`src/rtl/fifo_conv_pkg.sv`:
```
// Shared types, default widths and ratio helper for the fifo_data_conv path
// (write-side packer and read-side unpacker).
package fifo_conv_pkg;

    localparam int WIDE_W_DEF   = 16;
    localparam int NARROW_W_DEF = 8;

    typedef enum logic {
        IDLE = 1'b0,
        SEND = 1'b1
    } unpack_state_t;

    // Returns 0 for an illegal pairing so the caller can reject it at elaboration.
    function automatic int ratio(input int wide, input int narrow);
        if ((narrow <= 0) || ((wide % narrow) != 0)) begin
            ratio = 0;
        end else begin
            ratio = wide / narrow;
        end
    endfunction

endpackage

```
`src/rtl/fifo_rd_unpacker_if.sv`:
```
// FIFO read port plus narrow valid/ready stream bundle for fifo_rd_unpacker.
// master = unpacker side, slave = FIFO/downstream side.
interface fifo_rd_unpacker_if
    import fifo_conv_pkg::*;
#(
    parameter int WIDE_W   = WIDE_W_DEF,
    parameter int NARROW_W = NARROW_W_DEF
);
    logic                fifo_empty;
    logic [WIDE_W-1:0]   fifo_rdata;
    logic                fifo_rd;
    logic [NARROW_W-1:0] m_data;
    logic                m_valid;
    logic                m_ready;
    logic                m_last;
    logic                busy;

    modport master (
        input  fifo_empty, fifo_rdata, m_ready,
        output fifo_rd, m_data, m_valid, m_last, busy
    );

    modport slave (
        output fifo_empty, fifo_rdata, m_ready,
        input  fifo_rd, m_data, m_valid, m_last, busy
    );
endinterface

```
`src/rtl/fifo_rd_unpacker.sv`:
```
// Pops WIDE_W words from the FIFO and streams them as RATIO narrow beats.
// Optional macro FIFO_UNPACK_LSB_FIRST_EN selects LSB-first beat order (default MSB-first).
module fifo_rd_unpacker
    import fifo_conv_pkg::*;
#(
    parameter int WIDE_W   = WIDE_W_DEF,
    parameter int NARROW_W = NARROW_W_DEF
) (
    input  logic               clk,
    input  logic               reset_n,
    fifo_rd_unpacker_if.master bus
);

    localparam int RATIO = ratio(WIDE_W, NARROW_W);
    localparam int CNT_W = (RATIO > 2) ? $clog2(RATIO) : 1;

    if (RATIO < 2) begin : g_bad_ratio
        $error("fifo_rd_unpacker: WIDE_W must be a multiple of NARROW_W with ratio >= 2");
    end

    unpack_state_t        state_r;
    logic [WIDE_W-1:0]    shreg_r;
    logic [CNT_W-1:0]     beat_cnt_r;
    logic [NARROW_W-1:0]  m_data_r;
    logic                 m_valid_r;
    logic                 m_last_r;
    logic                 busy_r;
    logic                 handshake_s;
    logic                 pop_s;
    logic [CNT_W-1:0]     beat_next_s;

    // Beat 0 is the top slice unless the LSB-first build is selected.
    function automatic logic [NARROW_W-1:0] slice_f(input logic [WIDE_W-1:0] word,
                                                    input logic [CNT_W-1:0]  idx);
        int pos;
`ifdef FIFO_UNPACK_LSB_FIRST_EN
        pos = int'(idx);
`else
        pos = RATIO - 1 - int'(idx);
`endif
        slice_f = word[pos*NARROW_W +: NARROW_W];
    endfunction

    // Mealy pop strobe: never while empty, only when a new word can be taken.
    always_comb begin
        handshake_s = m_valid_r & bus.m_ready;
        beat_next_s = beat_cnt_r + CNT_W'(1);
        pop_s       = 1'b0;
        if (!reset_n || bus.fifo_empty) begin
            pop_s = 1'b0;
        end else begin
            case (state_r)
                IDLE:    pop_s = 1'b1;
                SEND:    pop_s = handshake_s & m_last_r;
                default: pop_s = 1'b0;
            endcase
        end
    end

    // FSM, shift register, beat counter and registered stream outputs.
    always_ff @(posedge clk or negedge reset_n) begin
        if (!reset_n) begin
            state_r    <= IDLE;
            shreg_r    <= '0;
            beat_cnt_r <= '0;
            m_data_r   <= '0;
            m_valid_r  <= 1'b0;
            m_last_r   <= 1'b0;
            busy_r     <= 1'b0;
        end else begin
            case (state_r)
                IDLE: begin
                    if (pop_s) begin
                        shreg_r    <= bus.fifo_rdata;
                        beat_cnt_r <= '0;
                        m_data_r   <= slice_f(bus.fifo_rdata, CNT_W'(0));
                        m_valid_r  <= 1'b1;
                        m_last_r   <= 1'b0;
                        busy_r     <= 1'b1;
                        state_r    <= SEND;
                    end
                end
                SEND: begin
                    if (handshake_s && m_last_r && pop_s) begin
                        // zero-bubble refill: next word's first beat follows immediately
                        shreg_r    <= bus.fifo_rdata;
                        beat_cnt_r <= '0;
                        m_data_r   <= slice_f(bus.fifo_rdata, CNT_W'(0));
                        m_last_r   <= 1'b0;
                    end else if (handshake_s && m_last_r) begin
                        beat_cnt_r <= '0;
                        m_valid_r  <= 1'b0;
                        m_last_r   <= 1'b0;
                        busy_r     <= 1'b0;
                        state_r    <= IDLE;
                    end else if (handshake_s) begin
                        beat_cnt_r <= beat_next_s;
                        m_data_r   <= slice_f(shreg_r, beat_next_s);
                        m_last_r   <= (beat_next_s == CNT_W'(RATIO - 1));
                    end
                end
                default: begin
                    state_r   <= IDLE;
                    m_valid_r <= 1'b0;
                    m_last_r  <= 1'b0;
                    busy_r    <= 1'b0;
                end
            endcase
        end
    end

    assign bus.fifo_rd = pop_s;
    assign bus.m_data  = m_data_r;
    assign bus.m_valid = m_valid_r;
    assign bus.m_last  = m_last_r;
    assign bus.busy    = busy_r;

endmodule
```
`src/flat_wrapper.sv`:
```
// flat-port wrapper written by rule: the top's interface ports become plain ports
module fifo_rd_unpacker_flat import fifo_conv_pkg::*;
#(
    parameter int WIDE_W   = WIDE_W_DEF,
    parameter int NARROW_W = NARROW_W_DEF
)
  (clk, reset_n, bus_fifo_empty, bus_fifo_rdata, bus_m_ready, bus_fifo_rd, bus_m_data, bus_m_valid, bus_m_last, bus_busy);
  fifo_rd_unpacker_if #(.WIDE_W(WIDE_W), .NARROW_W(NARROW_W)) bus_i ();
  input  logic clk;
  input  logic reset_n;
  input wire logic [$bits(bus_i.fifo_empty)-1:0] bus_fifo_empty;
  input wire logic [$bits(bus_i.fifo_rdata)-1:0] bus_fifo_rdata;
  input wire logic [$bits(bus_i.m_ready)-1:0] bus_m_ready;
  output wire logic [$bits(bus_i.fifo_rd)-1:0] bus_fifo_rd;
  output wire logic [$bits(bus_i.m_data)-1:0] bus_m_data;
  output wire logic [$bits(bus_i.m_valid)-1:0] bus_m_valid;
  output wire logic [$bits(bus_i.m_last)-1:0] bus_m_last;
  output wire logic [$bits(bus_i.busy)-1:0] bus_busy;
  assign bus_i.fifo_empty = bus_fifo_empty;
  assign bus_i.fifo_rdata = bus_fifo_rdata;
  assign bus_i.m_ready = bus_m_ready;
  assign bus_fifo_rd = bus_i.fifo_rd;
  assign bus_m_data = bus_i.m_data;
  assign bus_m_valid = bus_i.m_valid;
  assign bus_m_last = bus_i.m_last;
  assign bus_busy = bus_i.busy;
  fifo_rd_unpacker #(.WIDE_W(WIDE_W), .NARROW_W(NARROW_W)) u_core (.clk(clk), .reset_n(reset_n), .bus(bus_i));
endmodule
```
`config.mk`:
```
export PLATFORM = sky130hd
export DESIGN_NAME = fifo_rd_unpacker_flat
export DESIGN_NICKNAME = d
export VERILOG_FILES = /design/src/rtl/fifo_conv_pkg.sv /design/src/rtl/fifo_rd_unpacker_if.sv /design/src/rtl/fifo_rd_unpacker.sv /design/src/flat_wrapper.sv
export SDC_FILE = /design/constraint.sdc
export NUM_CORES = 1
export LEC_CHECK = 0
export ABC_AREA = 1
export BUFFER_PORTS_ARGS = -buffer_cell sky130_fd_sc_hd__buf_2
export CAP_MARGIN = 30
export CORE_MARGIN = 1
export CORE_UTILIZATION = 57
export DETAILED_ROUTE_END_ITERATION = 12
export PLACE_DENSITY = 0.83
export SYNTH_ARGS = -nofsm -noshare
export SYNTH_HDL_FRONTEND = slang
export SYNTH_SLANG_ARGS = --single-unit
```
`constraint.sdc`:
```
create_clock -name clk -period 2.4 [get_ports clk]
set_input_delay 0.48 -clock clk [delete_from_list [all_inputs] [get_ports clk]]
set_output_delay 0.48 -clock clk [all_outputs]
set_load 0.005 [all_outputs]
```
Yosys cells after proc, flatten, opt, wreduce, memory -nomap -nowiden
Cells that the tools add are included.
{"block": "word_totals", "out_inout_bits": 12, "latchBits": 0, "ramBits": 0, "ff_bits": 27, "elab_cells": 49, "in_bits": 20, "rom_bits": 0, "mem_count": 0}
{"block": "op_classes", "shift": 1, "order_cmp": 0, "n_div": 0, "addsub": 2, "eq_ne": 7, "reduce_logical": 8, "muxes": 23, "bitwise": 3, "mul": 0}
{"cell": "$mux W16", "count": 2}
{"cell": "$mux W8", "count": 4}
{"cell": "$pmux W16 S2", "count": 1}
{"cell": "$shiftx A16 B32 Y8", "count": 1}
{"cell": "$pmux W8 S2", "count": 1}
{"cell": "$mux W1", "count": 11}
{"cell": "$pmux W1 S2", "count": 4}
{"cell": "$ne A2 B2 Y1 const B", "count": 3}
{"cell": "$ne A3 B3 Y1 const B", "count": 2}
{"cell": "$reduce_and A3 Y1", "count": 2}
{"cell": "$ne A4 B4 Y1 const B", "count": 1}
{"cell": "$reduce_and A2 Y1", "count": 2}
{"cell": "$and A1 B1 Y1", "count": 2}
{"cell": "$logic_and A1 B1 Y1", "count": 2}
{"cell": "$ne A2 B1 Y1 const B", "count": 1}
{"cell": "$sub A1 B1 Y2 const A", "count": 1}
{"cell": "$add A1 B1 Y1 const B", "count": 1}
{"cell": "$logic_not A1 Y1", "count": 1}
{"cell": "$logic_or A1 B1 Y1", "count": 1}
{"cell": "$not A1 Y1", "count": 1}

Depth between registers and ports, before layout
{"block": "logic_depth", "depth_word": 7, "ltp_mapped": 8, "ltp_nobuf": 7}

Worst setup path after synthesis
No wires, ideal clock.
{"block": "synth_timing", "path_kind": "input -> output", "from": "input bus_fifo_empty", "to": "output bus_fifo_rd", "path_buffers": 1, "slack_ps": 893, "stages": 6, "arrival_ps": 1027, "path_cell_list": "inv_1 nand2_2 inv_2 nand2_4 inv_6 buf_12"}
{"block": "synth_between", "elab_chain_cells": 2}
{"item": "start, declared", "line_no": "flat_wrapper.sv:11", "text": "input wire logic [$bits(bus_i.fifo_empty)-1:0] bus_fifo_empty;"}
{"item": "$logic_or A1 B1 Y1", "line_no": "fifo_rd_unpacker.sv:49", "text": "if (!reset_n || bus.fifo_empty) begin"}
{"item": "$mux W1", "line_no": "fifo_rd_unpacker.sv:49"}
{"item": "end, declared", "line_no": "flat_wrapper.sv:14", "text": "output wire logic [$bits(bus_i.fifo_rd)-1:0] bus_fifo_rd;"}
Every way passes these cells.

==> flow_summary.json <==
{
  "status": "finished clean",
  "cp_cell_sequence": "nand3_2, nand2_2, nand2_4, inv_6, buf_2",
  "p_int_w": 0.000565,
  "clkSlewWorstSetupHoldPaths_ns": 0.14,
  "r2r_end": "u_core.shreg_r[5]",
  "vdd_ir_drop_max_uv": 428,
  "clkLatencyLatePin_ns": 0.32,
  "place_congestion": 0.850,
  "grt_pass1_wl_um": 4490,
  "drive_above_1_share_pct": 28.4,
  "cp-start-kind": "flip-flop",
  "end_kind": "output pin",
  "routed-wl-met2_um": 1350,
  "antenna_found_initial": 0,
  "hpwlAfterDp_um": 2050,
  "dr_wl_met3_um": 114,
  "worst_path_max_delay_cell": "dfrtp_1",
  "dr.max_layer_used": "met4",
  "cp_slowest_stage_delay_ns": 0.66,
  "htree_levels": 1,
  "power_switching_w": 0.000187,
  "grt_pass1_vias": 1128,
  "dr.first_iter.drc_count": 37,
  "fin_skew_ns": 0.00181,
  "synth_area_um2": 1430,
  "nets": 229,
  "routed_wl_um": 2640,
  "synth_top_area_share_pct": 47.4,
  "holdBufCountCts": 0,
  "relSlewSlack_pct": 68.6,
  "rrSetupSlack_ns": 0.85,
  "synthesis.nets": 197,
  "viasPerCell": 5.01,
  "powerDensity_nw_per_um2": 472,
  "leakage_nw": 0.862,
  "critPathTopFamily": "flip-flops",
  "seqCellArea_um2": 676,
  "crit_required_ns": 1.92,
  "power.total_w": 0.000751,
  "period_minus_slack_ns": 2.27,
  "worstSetupPathType": "flip-flop to output pin",
  "synth_cell_types": 18,
  "clock.fmax_ghz": 0.440,
  "clkPwrFrac_pct": 25.8,
  "r2r_cells": 6,
  "root_buffer": "clkbuf_4",
  "r2r_start": "u_core.beat_cnt_r",
  "worst-path-buf-inv": 2,
  "core-area_um2": 2280,
  "power_frac_seq_pct": 63.4,
  "firstDrtPassIters": 4,
  "clock_path_buffers": 2,
  "die_h_um": 52.0,
  "clock_sinks": 27,
  "cp.arrival_ns": 1.79,
  "finalSetupViolations": 0,
  "multi_input_area_um2": 564,
  "critPathMaxFanout": 17,
  "diodes": 0,
  "hold_viol_final": 0,
  "hold_class": "primary input to async pin",
  "rsz0062_at_grt": "no",
  "slew_violations": 0,
  "die_x_um": 52.0,
  "cts_tree": "built",
  "yosysWarnings": 0,
  "start_util_pct": 62.7,
  "tns_ns": 0,
  "yosysSeqAreaShare_pct": 47.4,
  "rows": 17,
  "cap_violations": 0,
  "synthTopCellsByArea": "dfrtp_1, nand2_1, inv_1",
  "worst_pin_slew_ns": 0.472,
  "grt_max_degree": 28,
  "io_buffers": 31,
  "grt_overflow_total": 0,
  "drt-met1-wl_um": 1150,
  "cts.repair.resized": 0,
  "syn_inst": 177,
  "period_share_pct": 94.6,
  "grtUsageTotal_pct": 22.6,
  "cts_setup_buffers": 0,
  "ios": 32,
  "wl_per_cell_um": 11.2,
  "cts_buffers": 3,
  "drc": 0,
  "num_vias": 1182,
  "synth_area_per_cell_um2": 8.06,
  "layout_common_cells": "nand2_1, buf_2, dfrtp_1, inv_1, nand3_1",
  "ant_nets": 0,
  "yosys.area.top_type": "dfrtp_1",
  "fillers": 194,
  "synth-seq-cells": 27,
  "layout_commonest_cell": "nand2_1",
  "synthToLayoutAreaGrowth_pct": 11.5,
  "pwr-share-comb_pct": 10.8,
  "dieArea_um2": 2710,
  "switching_share_pct": 24.8
}
-- logic make-up after synthesis --
family                 share of synthesized area (%)
buffers and inverters                           13.1
AOI/OAI and AO/OA                               10.4
DFF                                             47.4
and+or+nand+nor                                 29.1
-- per-stage QoR --
step	setup slack [ns]	area [um2]	instances	util, %	hold slack, ns
global placement	0.599	1560	232	68.7	0.462
finish	0.129	1590	236	69.9	0.160
CTS	0.134	1590	236	69.9	0.174
global route	0.0182	1590	236	69.9	0.185
detailed placement	0.510	1560	232	68.7	0.461
floorplan	0.893	1430	177	-	0.184
-- power groups by stage --
stage | sequential [W] | combinational (W) | clock [W]
global placement | 0.000484 | 0.0000799 | 0
CTS | 0.000476 | 0.0000826 | 0.000199
global route | 0.000478 | 0.0000927 | 0.000209
floorplan | 0.000481 | 0.0000503 | 0
detailed placement | 0.000485 | 0.0000824 | 0
finish | 0.000476 | 0.0000808 | 0.000194
-- routing by layer --
layer  vias to the layer above  GRT usage (%)
met1                       544           27.7
met2                        30           38.5
met3                         4           4.09
li1                        604              -
met5                         -              0
met4                         0           9.46
-- worst reg2reg max path, stage by stage, from the launching register on --
cell and delay [ns]:
dfrtp_1 0.66, nand3_2 0.21, nand2_2 0.13, nand2_4 0.14, inv_6 0.18, nand2_1 0.09, o21ai_2 0.07
-- sequential cells by signal, summed over array words and instances (netlist names) --
signal,count
u_core.state_r,1
u_core.shreg_r,16
u_core.beat_cnt_r,1
u_core.bus.m_data,8
u_core.bus.m_valid,1
-- synth_stat cells (all sizes together) --
cell type / n
nor2: 1
dfrtp: 27
nand2: 75
buf: 5
o21ai: 20
inv: 30
nand3: 18
o21bai: 1
-- how the worst max path moves through the flow --
stage / startpoint / endpoint / slack [ns] / depth (start not counted)
CTS: u_core.beat_cnt_r / bus_fifo_rd / 0.13 / 5
global route: u_core.beat_cnt_r / bus_fifo_rd / 0.02 / 5
finish: u_core.beat_cnt_r / bus_fifo_rd / 0.13 / 5
detailed placement: u_core.beat_cnt_r / bus_fifo_rd / 0.51 / 5
global placement: u_core.beat_cnt_r / bus_fifo_rd / 0.60 / 5
floorplan: bus_fifo_empty / bus_fifo_rd / 0.89 / 6
-- final cells by class --
cell class	instances	share of cell area, %
tap	28	2.20
clock buffer	3	1.42
inverter	30	7.87
multi-input combinational	115	35.5
sequential	27	42.5
clock inverter	1	0.315
timing repair buffer	32	10.2
Note: power is estimated with default switching activity, not from simulation.
